$ cat config.mk
export PLATFORM = sky130hd
export DESIGN_NAME = rgb2ycbcr
export DESIGN_NICKNAME = d
export VERILOG_FILES = /design/src/rtl/rgb2ycbcr_pkg.sv /design/src/rtl/rgb2ycbcr_dot3.sv /design/src/rtl/rgb2ycbcr.sv
export SDC_FILE = /design/constraint.sdc
export NUM_CORES = 1
export LEC_CHECK = 0
export CORE_MARGIN = 4
export CORE_UTILIZATION = 30
export CTS_CLUSTER_SIZE = 40
export DETAILED_ROUTE_END_ITERATION = 12
export SLEW_MARGIN = 5
export SYNTH_ARGS = -nofsm -noshare
export SYNTH_HDL_FRONTEND = slang
export SYNTH_HIERARCHICAL = 1
export SYNTH_SLANG_ARGS = --single-unit
$ cat constraint.sdc
create_clock -name clk -period 5.65 [get_ports clk]
set_input_delay 1.13 -clock clk [delete_from_list [all_inputs] [get_ports clk]]
set_output_delay 1.13 -clock clk [all_outputs]
set_load 0.05 [all_outputs]
$ cat src/rtl/rgb2ycbcr_pkg.sv
// Shared constants for the RGB -> YCbCr converter: BT.601 full-range Q8
// coefficients, rounding/offset constants, control-word layout and the clamp helper.
package rgb2ycbcr_pkg;

  localparam int PIX_W = 8;
  localparam int SUM_W = 18;
  localparam int FRAC  = 8;

  localparam int Y_R  = 77;
  localparam int Y_G  = 150;
  localparam int Y_B  = 29;
  localparam int CB_R = -43;
  localparam int CB_G = -85;
  localparam int CB_B = 128;
  localparam int CR_R = 128;
  localparam int CR_G = -107;
  localparam int CR_B = -21;

  localparam int RND   = 128;
  localparam int C_OFF = 32896;

  localparam int CTRL_W  = 36;
  localparam int WID_MSB = 35;
  localparam int WID_LSB = 20;
  localparam int HGT_MSB = 19;
  localparam int HGT_LSB = 4;
  localparam int DIM_W   = 16;

  localparam logic [DIM_W-1:0] DEF_WIDTH  = 16'd1920;
  localparam logic [DIM_W-1:0] DEF_HEIGHT = 16'd1080;

  // Drop the Q8 fraction and saturate to an unsigned pixel.
  function automatic logic [PIX_W-1:0] clamp8(input logic signed [SUM_W-1:0] s);
    logic signed [SUM_W-1:0] sh;
    localparam logic signed [SUM_W-1:0] MAXV = 255;
    localparam logic signed [SUM_W-1:0] MINV = 0;
    sh = s >>> FRAC;
    if (sh < MINV)      return '0;
    else if (sh > MAXV) return '1;
    else                return sh[PIX_W-1:0];
  endfunction

endpackage

$ cat src/rtl/rgb2ycbcr_dot3.sv
// One output channel: three coefficient products, signed sum plus offset,
// then shift/clamp -- one register per stage, each loaded by its stage enable.
module ycc_dot3
  import rgb2ycbcr_pkg::*;
#(
  parameter int KR  = 0,
  parameter int KG  = 0,
  parameter int KB  = 0,
  parameter int OFS = 0
) (
  input  logic             clk,
  input  logic             rst,
  input  logic             en1,
  input  logic             en2,
  input  logic             en3,
  input  logic [PIX_W-1:0] r,
  input  logic [PIX_W-1:0] g,
  input  logic [PIX_W-1:0] b,
  output logic [PIX_W-1:0] res
);

  localparam logic signed [SUM_W-1:0] KR_S  = SUM_W'(KR);
  localparam logic signed [SUM_W-1:0] KG_S  = SUM_W'(KG);
  localparam logic signed [SUM_W-1:0] KB_S  = SUM_W'(KB);
  localparam logic signed [SUM_W-1:0] OFS_S = SUM_W'(OFS);

  logic signed [SUM_W-1:0] pr_q, pr_d, pg_q, pg_d, pb_q, pb_d;
  logic signed [SUM_W-1:0] sum_q, sum_d;
  logic [PIX_W-1:0]        res_q, res_d;

  always_comb begin
    pr_d  = pr_q;
    pg_d  = pg_q;
    pb_d  = pb_q;
    sum_d = sum_q;
    res_d = res_q;
    if (en1) begin
      pr_d = $signed({{(SUM_W-PIX_W){1'b0}}, r}) * KR_S;
      pg_d = $signed({{(SUM_W-PIX_W){1'b0}}, g}) * KG_S;
      pb_d = $signed({{(SUM_W-PIX_W){1'b0}}, b}) * KB_S;
    end
    if (en2) sum_d = pr_q + pg_q + pb_q + OFS_S;
    if (en3) res_d = clamp8(sum_q);
  end

  always_ff @(posedge clk) begin
    if (rst) begin
      pr_q  <= '0;
      pg_q  <= '0;
      pb_q  <= '0;
      sum_q <= '0;
      res_q <= '0;
    end else begin
      pr_q  <= pr_d;
      pg_q  <= pg_d;
      pb_q  <= pb_d;
      sum_q <= sum_d;
      res_q <= res_d;
    end
  end

  assign res = res_q;

endmodule

$ cat src/rtl/rgb2ycbcr.sv
// RGB -> YCbCr (or gray) converter: 3-stage elastic pipeline with collapsing
// bubbles, plus a one-cycle control-word forwarder that ignores pixel backpressure.
module rgb2ycbcr
  import rgb2ycbcr_pkg::*;
#(
  parameter int DEPTH = 8,
  parameter bit GRAY  = 1'b0
) (
  input  logic                 clk,
  input  logic                 rst,
  input  logic [3*DEPTH-1:0]   sink_data,
  input  logic                 sink_valid,
  output logic                 sink_ready,
  output logic [3*DEPTH-1:0]   source_data,
  output logic                 source_valid,
  input  logic                 source_ready,
  input  logic [CTRL_W-1:0]    control_in_data,
  input  logic                 control_in_valid,
  output logic [CTRL_W-1:0]    control_out_data,
  output logic                 control_out_valid,
  output logic [DIM_W-1:0]     frame_width,
  output logic [DIM_W-1:0]     frame_height
);

  logic [3:1]          vld_q, vld_d, adv, en;
  logic [CTRL_W-1:0]   ctrl_data_q, ctrl_data_d;
  logic                ctrl_vld_q, ctrl_vld_d;
  logic [DIM_W-1:0]    width_q, width_d, height_q, height_d;
  logic [DEPTH-1:0]    y, cb, cr, r, g, b;

  assign r = sink_data[3*DEPTH-1 -: DEPTH];
  assign g = sink_data[2*DEPTH-1 -: DEPTH];
  assign b = sink_data[DEPTH-1:0];

  always_comb begin
    adv[3] = !vld_q[3] || source_ready;
    adv[2] = !vld_q[2] || adv[3];
    adv[1] = !vld_q[1] || adv[2];
    en     = adv & {vld_q[2:1], sink_valid};
    vld_d  = vld_q;
    if (adv[1]) vld_d[1] = sink_valid;
    if (adv[2]) vld_d[2] = vld_q[1];
    if (adv[3]) vld_d[3] = vld_q[2];
  end

  always_comb begin
    ctrl_data_d = control_in_data;
    ctrl_vld_d  = control_in_valid;
    width_d     = width_q;
    height_d    = height_q;
    if (control_in_valid) begin
      width_d  = control_in_data[WID_MSB:WID_LSB];
      height_d = control_in_data[HGT_MSB:HGT_LSB];
    end
  end

  always_ff @(posedge clk) begin
    if (rst) begin
      vld_q       <= '0;
      ctrl_data_q <= '0;
      ctrl_vld_q  <= 1'b0;
      width_q     <= DEF_WIDTH;
      height_q    <= DEF_HEIGHT;
    end else begin
      vld_q       <= vld_d;
      ctrl_data_q <= ctrl_data_d;
      ctrl_vld_q  <= ctrl_vld_d;
      width_q     <= width_d;
      height_q    <= height_d;
    end
  end

  ycc_dot3 #(.KR(Y_R),  .KG(Y_G),  .KB(Y_B),  .OFS(RND))   u_y  (
    .clk(clk), .rst(rst), .en1(en[1]), .en2(en[2]), .en3(en[3]),
    .r(r), .g(g), .b(b), .res(y));
  ycc_dot3 #(.KR(CB_R), .KG(CB_G), .KB(CB_B), .OFS(C_OFF)) u_cb (
    .clk(clk), .rst(rst), .en1(en[1]), .en2(en[2]), .en3(en[3]),
    .r(r), .g(g), .b(b), .res(cb));
  ycc_dot3 #(.KR(CR_R), .KG(CR_G), .KB(CR_B), .OFS(C_OFF)) u_cr (
    .clk(clk), .rst(rst), .en1(en[1]), .en2(en[2]), .en3(en[3]),
    .r(r), .g(g), .b(b), .res(cr));

  // Outputs are forced to their reset values for the whole time rst is high,
  // including the first cycle before the synchronous clear has landed.
  always_comb begin
    sink_ready        = adv[1] || rst;
    source_valid      = vld_q[3] && !rst;
    source_data       = '0;
    control_out_data  = '0;
    control_out_valid = 1'b0;
    frame_width       = DEF_WIDTH;
    frame_height      = DEF_HEIGHT;
    if (!rst) begin
      source_data       = GRAY ? {y, y, y} : {y, cb, cr};
      control_out_data  = ctrl_data_q;
      control_out_valid = ctrl_vld_q;
      frame_width       = width_q;
      frame_height      = height_q;
    end
  end

endmodule

======== Yosys cells after proc, flatten, opt, wreduce, memory -nomap -nowiden ========
Cells that the tools add are included.
operators by class
  $add $sub $neg .......................... 9
  multipliers ............................. 7
  $lt $le $gt $ge ......................... 6
  multiplexer cells ....................... 11
  bitwise operators ....................... 1
  reductions and logical operators ........ 9
operators by type and width
  kind                                                                           number
  18-bit adder                                                                   4
  8-bit two-way mux                                                              6
  18-bit by 17-bit adder with 18-bit output, second input constant               2
  36-bit two-way mux                                                             1
  9-bit by 8-bit multiplier with 17-bit output, second input constant            2
  16-bit two-way mux                                                             2
  10-bit by 9-bit > comparator with 1-bit output, second input constant          3
  10-bit by 1-bit less-than comparator with 1-bit output, second input constant  3
  8-bit by 7-bit multiplier with 15-bit output, second input constant            2
  24-bit two-way mux                                                             1
  16-bit by 18-bit adder with 18-bit output                                      1
  18-bit by 16-bit adder with 18-bit output                                      1
  18-bit by 9-bit adder with 18-bit output, second input constant                1
  9-bit by 7-bit multiplier with 16-bit output, second input constant            1
  9-bit by 6-bit multiplier with 15-bit output, second input constant            1
  8-bit by 5-bit multiplier with 13-bit output, second input constant            1
  1-bit zero test                                                                4
  1-bit logical OR                                                               4
  3-bit AND                                                                      1
  1-bit logical AND                                                              1
  1-bit two-way mux                                                              1
storage, ports and cells
  register bits after elaboration ......... 291
  input bits .............................. 65
  output and inout port bits .............. 95
  logic and storage cells ................. 65

======== Depth between registers and ports, before layout ========
  depth in word-level cells ............... 5
  depth in mapped cells ................... 16
  mapped depth without buffers ............ 16

======== Modules after synthesis ========
Netlist, hierarchy kept.
modules (own cells, without submodules)
  module           times used  cells each  area an instance (µm²)  seq. area each (µm²)
  ycc_dot3 (u_y)   1           666         6,050.8                 1,221.2
  ycc_dot3 (u_cb)  1           611         5,736.8                 1,181.1
  ycc_dot3 (u_cr)  1           586         5,346.4                 1,161.1
  rgb2ycbcr        1           301         2,940.3                 1,441.4

======== Least setup slack after synthesis ========
No wires, ideal clock.
  path type ............................... input port to flip-flop
  from .................................... input port sink_data[17]
  to ...................................... register u_cb.pr_q[15]
  arrival ................................. 4.297 ns
  data required time ...................... 5.571 ns
  path slack .............................. 1.274 ns
  cell stages on the path ................. 11
  path buffers ............................ 0
  cells stage by stage .................... inv_1 > ha_1 > fa_1 > fa_1 > fa_1 > ha_1 > and3_2 > a221oi_4 > o21ai_2 > mux2_4 > a211oi_2
between the ends
  cells in the longest elaborated chain, start to end .. 1
RTL lines
  what                                          line                  RTL
  start, declared                               rgb2ycbcr.sv:11       input logic [3*DEPTH-1:0] sink_data,
  9-bit by 7-bit multiplier with 16-bit output  rgb2ycbcr_dot3.sv:38  pr_d = $signed({{(SUM_W-PIX_W){1'b0}}, r}) * KR_S;
  end signal, assigned                          rgb2ycbcr_dot3.sv:54  pr_q <= pr_d;
  end, declared                                 rgb2ycbcr_dot3.sv:27  logic signed [SUM_W-1:0] pr_q, pr_d, pg_q, pg_d, pb_q, pb_d;
Every way passes these cells.
A chain may end at the register's enable or synchronous reset.

======== Worst setup path in the final report ========
  from .................................... input port sink_data[12]
  to ...................................... register u_cr.pg_q[16]
between the ends
  cells in the longest elaborated chain, start to end .. 1
RTL lines
  what                                          line                  RTL
  9-bit by 8-bit multiplier with 17-bit output  rgb2ycbcr_dot3.sv:39  pg_d = $signed({{(SUM_W-PIX_W){1'b0}}, g}) * KG_S;
  end signal, assigned                          rgb2ycbcr_dot3.sv:55  pg_q <= pg_d;
  end, declared                                 rgb2ycbcr_dot3.sv:27
Every way passes these cells.

==> impl_metrics.tcl <==
set metrics [dict create \
    relSlewSlack_pct 20.2 \
    synth_top_area_share_pct 24.9 \
    setup_viol 0 \
    antenna_left 0 \
    grt_pass1_vias 15700 \
    synth_area_um2 20100 \
    htree_levels 1 \
    synth_largest_area_cell "dfxtp_1" \
    worst_ep_arrival_time_ns 5.36 \
    wl_per_cell_um 15.3 \
    diodes 0 \
    drv_cap 0 \
    crit_path_end_kind "flop" \
    first_iter_violations 720 \
    hold_buffers 0 \
    hold_violations 0 \
    cts.sinks 250 \
    powerDensity_nw_per_um2 340 \
    synth_cells 2164 \
    initial_core_util_pct 30.4 \
    hpwl_mm 38.4 \
    cts_made_buffers 30 \
    coreArea_um2 66100 \
    cp.required_ns 6.13 \
    crit_fanout 9 \
    period_minus_slack_ns 4.88 \
    hold_end "u_cb/sum_q[8]" \
    status "finished, final reports clean" \
    path_buf_inv 3 \
    firstDrtPassIters 5 \
    drive_above_1_share_pct 5.15 \
    antenna_found_initial 0 \
    clkTransAtPathRegs_ns 0.06 \
    yosys_warnings 6 \
    cp_cell_sequence "clkdlybuf4s50_1, ha_1, fa_1, inv_1, fa_1, inv_1, fa_1, ha_1, o21ai_0, o211ai_1, a41oi_1, nor2b_1, or3_1, o31ai_1" \
    max_freq_ghz 0.205 \
    overflow 0 \
    drc 0 \
    grt_max_degree 120 \
    cts_tree "built" \
    final_area_um2 23800 \
    slowest_stage "clkdlybuf4s50_1" \
    synth-seq-cells 250 \
    synth_cell_types 81 \
    cts.repair.resized 0 \
    p_leak_nw 11.3 \
    finalPower_w 0.00807 \
    synth_ff_type "dfxtp_1" \
    area_growth_pct 18.3 \
    synth_nets 2698 \
    portBuffers 159 \
    critical_path_class "in2reg" \
    finalSetupTns_ns 0 \
    critical-path-top-delay-family "adder cells" \
    grt_pass1_wl_mm 80.1 \
    cts-root-buf "clkbuf_16" \
    r2r_end "u_y/sum_q[15]" \
    fp.dieW_um 267 \
    fin_nets 2841 \
    min_path_type "reg2reg" \
    die_y_um 267 \
    hp-start "u_cb/sum_q[8]" \
    cp_common_cell "fa_1" \
    grt_usage_pct 13.6 \
    synth_area_leaders "dfxtp_1, ha_1, fa_1, mux2i_1, inv_1" \
    avgSynthCellArea_um2 9.28 \
    period_share_pct 86.3 \
    via_per_inst 4.76 \
    synth-async-reset-ratio_pct 0 \
    reg2reg_depth 12 \
    cp-start-kind "input pin" \
    rows 94 \
    insertion_delay_ns 0.58 \
    synth_edf_count 0 \
    cts_setup_buffers 0 \
    hold_depth 2 \
    yosysSeqAreaShare_pct 24.9 \
    ff2ff_setup_slack_ns 2.33 \
    finClkSkew_ns 0.0172 \
    cts_buffer_depth 3 \
    wirelength_mm 49.0 \
    max_stage_delay_ns 0.71 \
    placed_area_um2 22600 \
    dieArea_um2 71100 \
    routabilityCongestion 0.845 \
    rsz0062_at_grt "false" \
    vias 15200 \
    num_io_pins 160 \
    maxSlewViolCount 0 \
    reg2reg_from "u_y/pr_q[6]" \
    tightestPinTransition_ns 1.20 \
    vdd_drop_max_mv 0.258 \
]
-- layout make-up --
cell class | count | area, um2
multi-input combinational | 1559 | 13700
sequential | 250 | 5000
tap | 864 | 1080
clock buffer | 45 | 928
fill | 6692 | 42300
timing repair buffer | 188 | 1850
clock inverter | 9 | 176
inverter | 278 | 1040
-- registers in the layout (all words and copies together) (netlist names) --
register / count
u_y/sum_q: 10
u_cr/pr_q: 8
u_y/pb_q: 13
u_cb/pb_q: 8
u_cr/res: 8
u_cr/pg_q: 17
u_y/pr_q: 15
width_q: 16
u_cb/pg_q: 17
u_y/pg_q: 15
height_q: 16
u_cb/pr_q: 16
u_cr/pb_q: 15
u_y/res: 8
vld_q: 3
ctrl_vld_q: 1
u_cb/sum_q: 10
u_cb/res: 8
u_cr/sum_q: 10
ctrl_data_q: 36
-- how the worst max path moves through the flow --
stage | slack [ns] | to | depth (start not counted) | start
global route | 0.63 | u_cr/pg_q[16] | 14 | sink_data[12]
detailed placement | 0.24 | u_cr/pg_q[16] | 14 | sink_data[12]
finish | 0.77 | u_cr/pg_q[16] | 14 | sink_data[12]
CTS | 0.85 | u_cr/pg_q[16] | 14 | sink_data[12]
global placement | 0.30 | u_cr/pg_q[16] | 14 | sink_data[12]
floorplan | 1.27 | u_cb/pr_q[15] | 11 | sink_data[17]
-- cells in the mapped netlist (9+ instances only) --
cell type,instances
a31oi_1,19
fa_1,99
buf_1,15
dfxtp_1,250
o21ai_0,39
nand2b_1,20
o211ai_1,13
o21bai_1,13
xor2_1,15
nor3_1,28
o22ai_1,10
xnor2_1,49
nand2_1,35
nand3_1,19
clkbuf_1,36
inv_1,278
a211o_1,9
ha_1,370
and2_1,10
a211oi_1,33
a21o_1,21
and3_1,10
buf_2,22
mux2i_1,143
nor2_1,263
a21oi_1,56
nor2b_1,135
nand4_1,10
o21a_1,13
-- power breakdown --
| part | switching, W | internal, W |
|---|---|---|
| combinational | 0.00214 | 0.00161 |
| sequential | 0.000176 | 0.00202 |
| clock | 0.000775 | 0.00135 |
| total | 0.00309 | 0.00498 |
-- metrics by stage --
| stage | hold WS, ns | instances | worst slack, ns | util [%] |
|---|---|---|---|---|
| global placement | 0.445 | 3139 | 0.304 | 34.3 |
| detailed placement | 0.450 | 3139 | 0.240 | 34.3 |
| finish | 0.462 | 3193 | 0.772 | 35.9 |
| global route | 0.495 | 3193 | 0.634 | 35.9 |
| floorplan | 0.426 | 2164 | 1.27 | - |
| CTS | 0.465 | 3193 | 0.853 | 35.9 |
-- logic make-up (layout without fill, tap and decap cells) --
family / Yosys count / count (layout) / synth area share (%)
AO/OA/AOI/OAI: 299 / 299 / 10.7
XOR/XNOR: 64 / 64 / 2.79
adder cells (fa/ha/maj): 469 / 469 / 32.9
buffers and inverters: 355 / 520 / 7.01
flip-flops: 250 / 250 / 24.9
multiplexers: 144 / 144 / 7.21
AND/OR/NAND/NOR: 583 / 583 / 14.5
-- placed cells by master (no fill, tap or decap), drive strengths merged, types with 28 or more instances in the layout --
cell type      instances
mux2i                143
xnor2                 49
inv                  278
fa                    99
nor3                  28
nand2                 35
clkbuf                45
buf                   31
clkdlybuf4s50        157
a211oi                37
a21oi                 58
nor2                 263
ha                   370
dfxtp                250
nor2b                135
o21ai                 49
-- worst register-to-register path: cells and delay by family (launching register included) --
kind	cells	cell delay, ns
adders and majority gates	3	1.17
and+or+nand+nor	1	0.16
AOI/OAI and AO/OA	6	1.35
buffers and inverters	2	0.17
DFF	1	0.35
-- metal layers --
metal / vias up / global-route usage (%) / share of wire [%]
li1: 7623 / - / -
met1: 7271 / 17.8 / 47
met2: 221 / 23.7 / 47
met3: 78 / 1.47 / 2.9
met4: 0 / 4.41 / 3.2
met5: - / 0 / 0
Power figures use the tool's default switching activity.
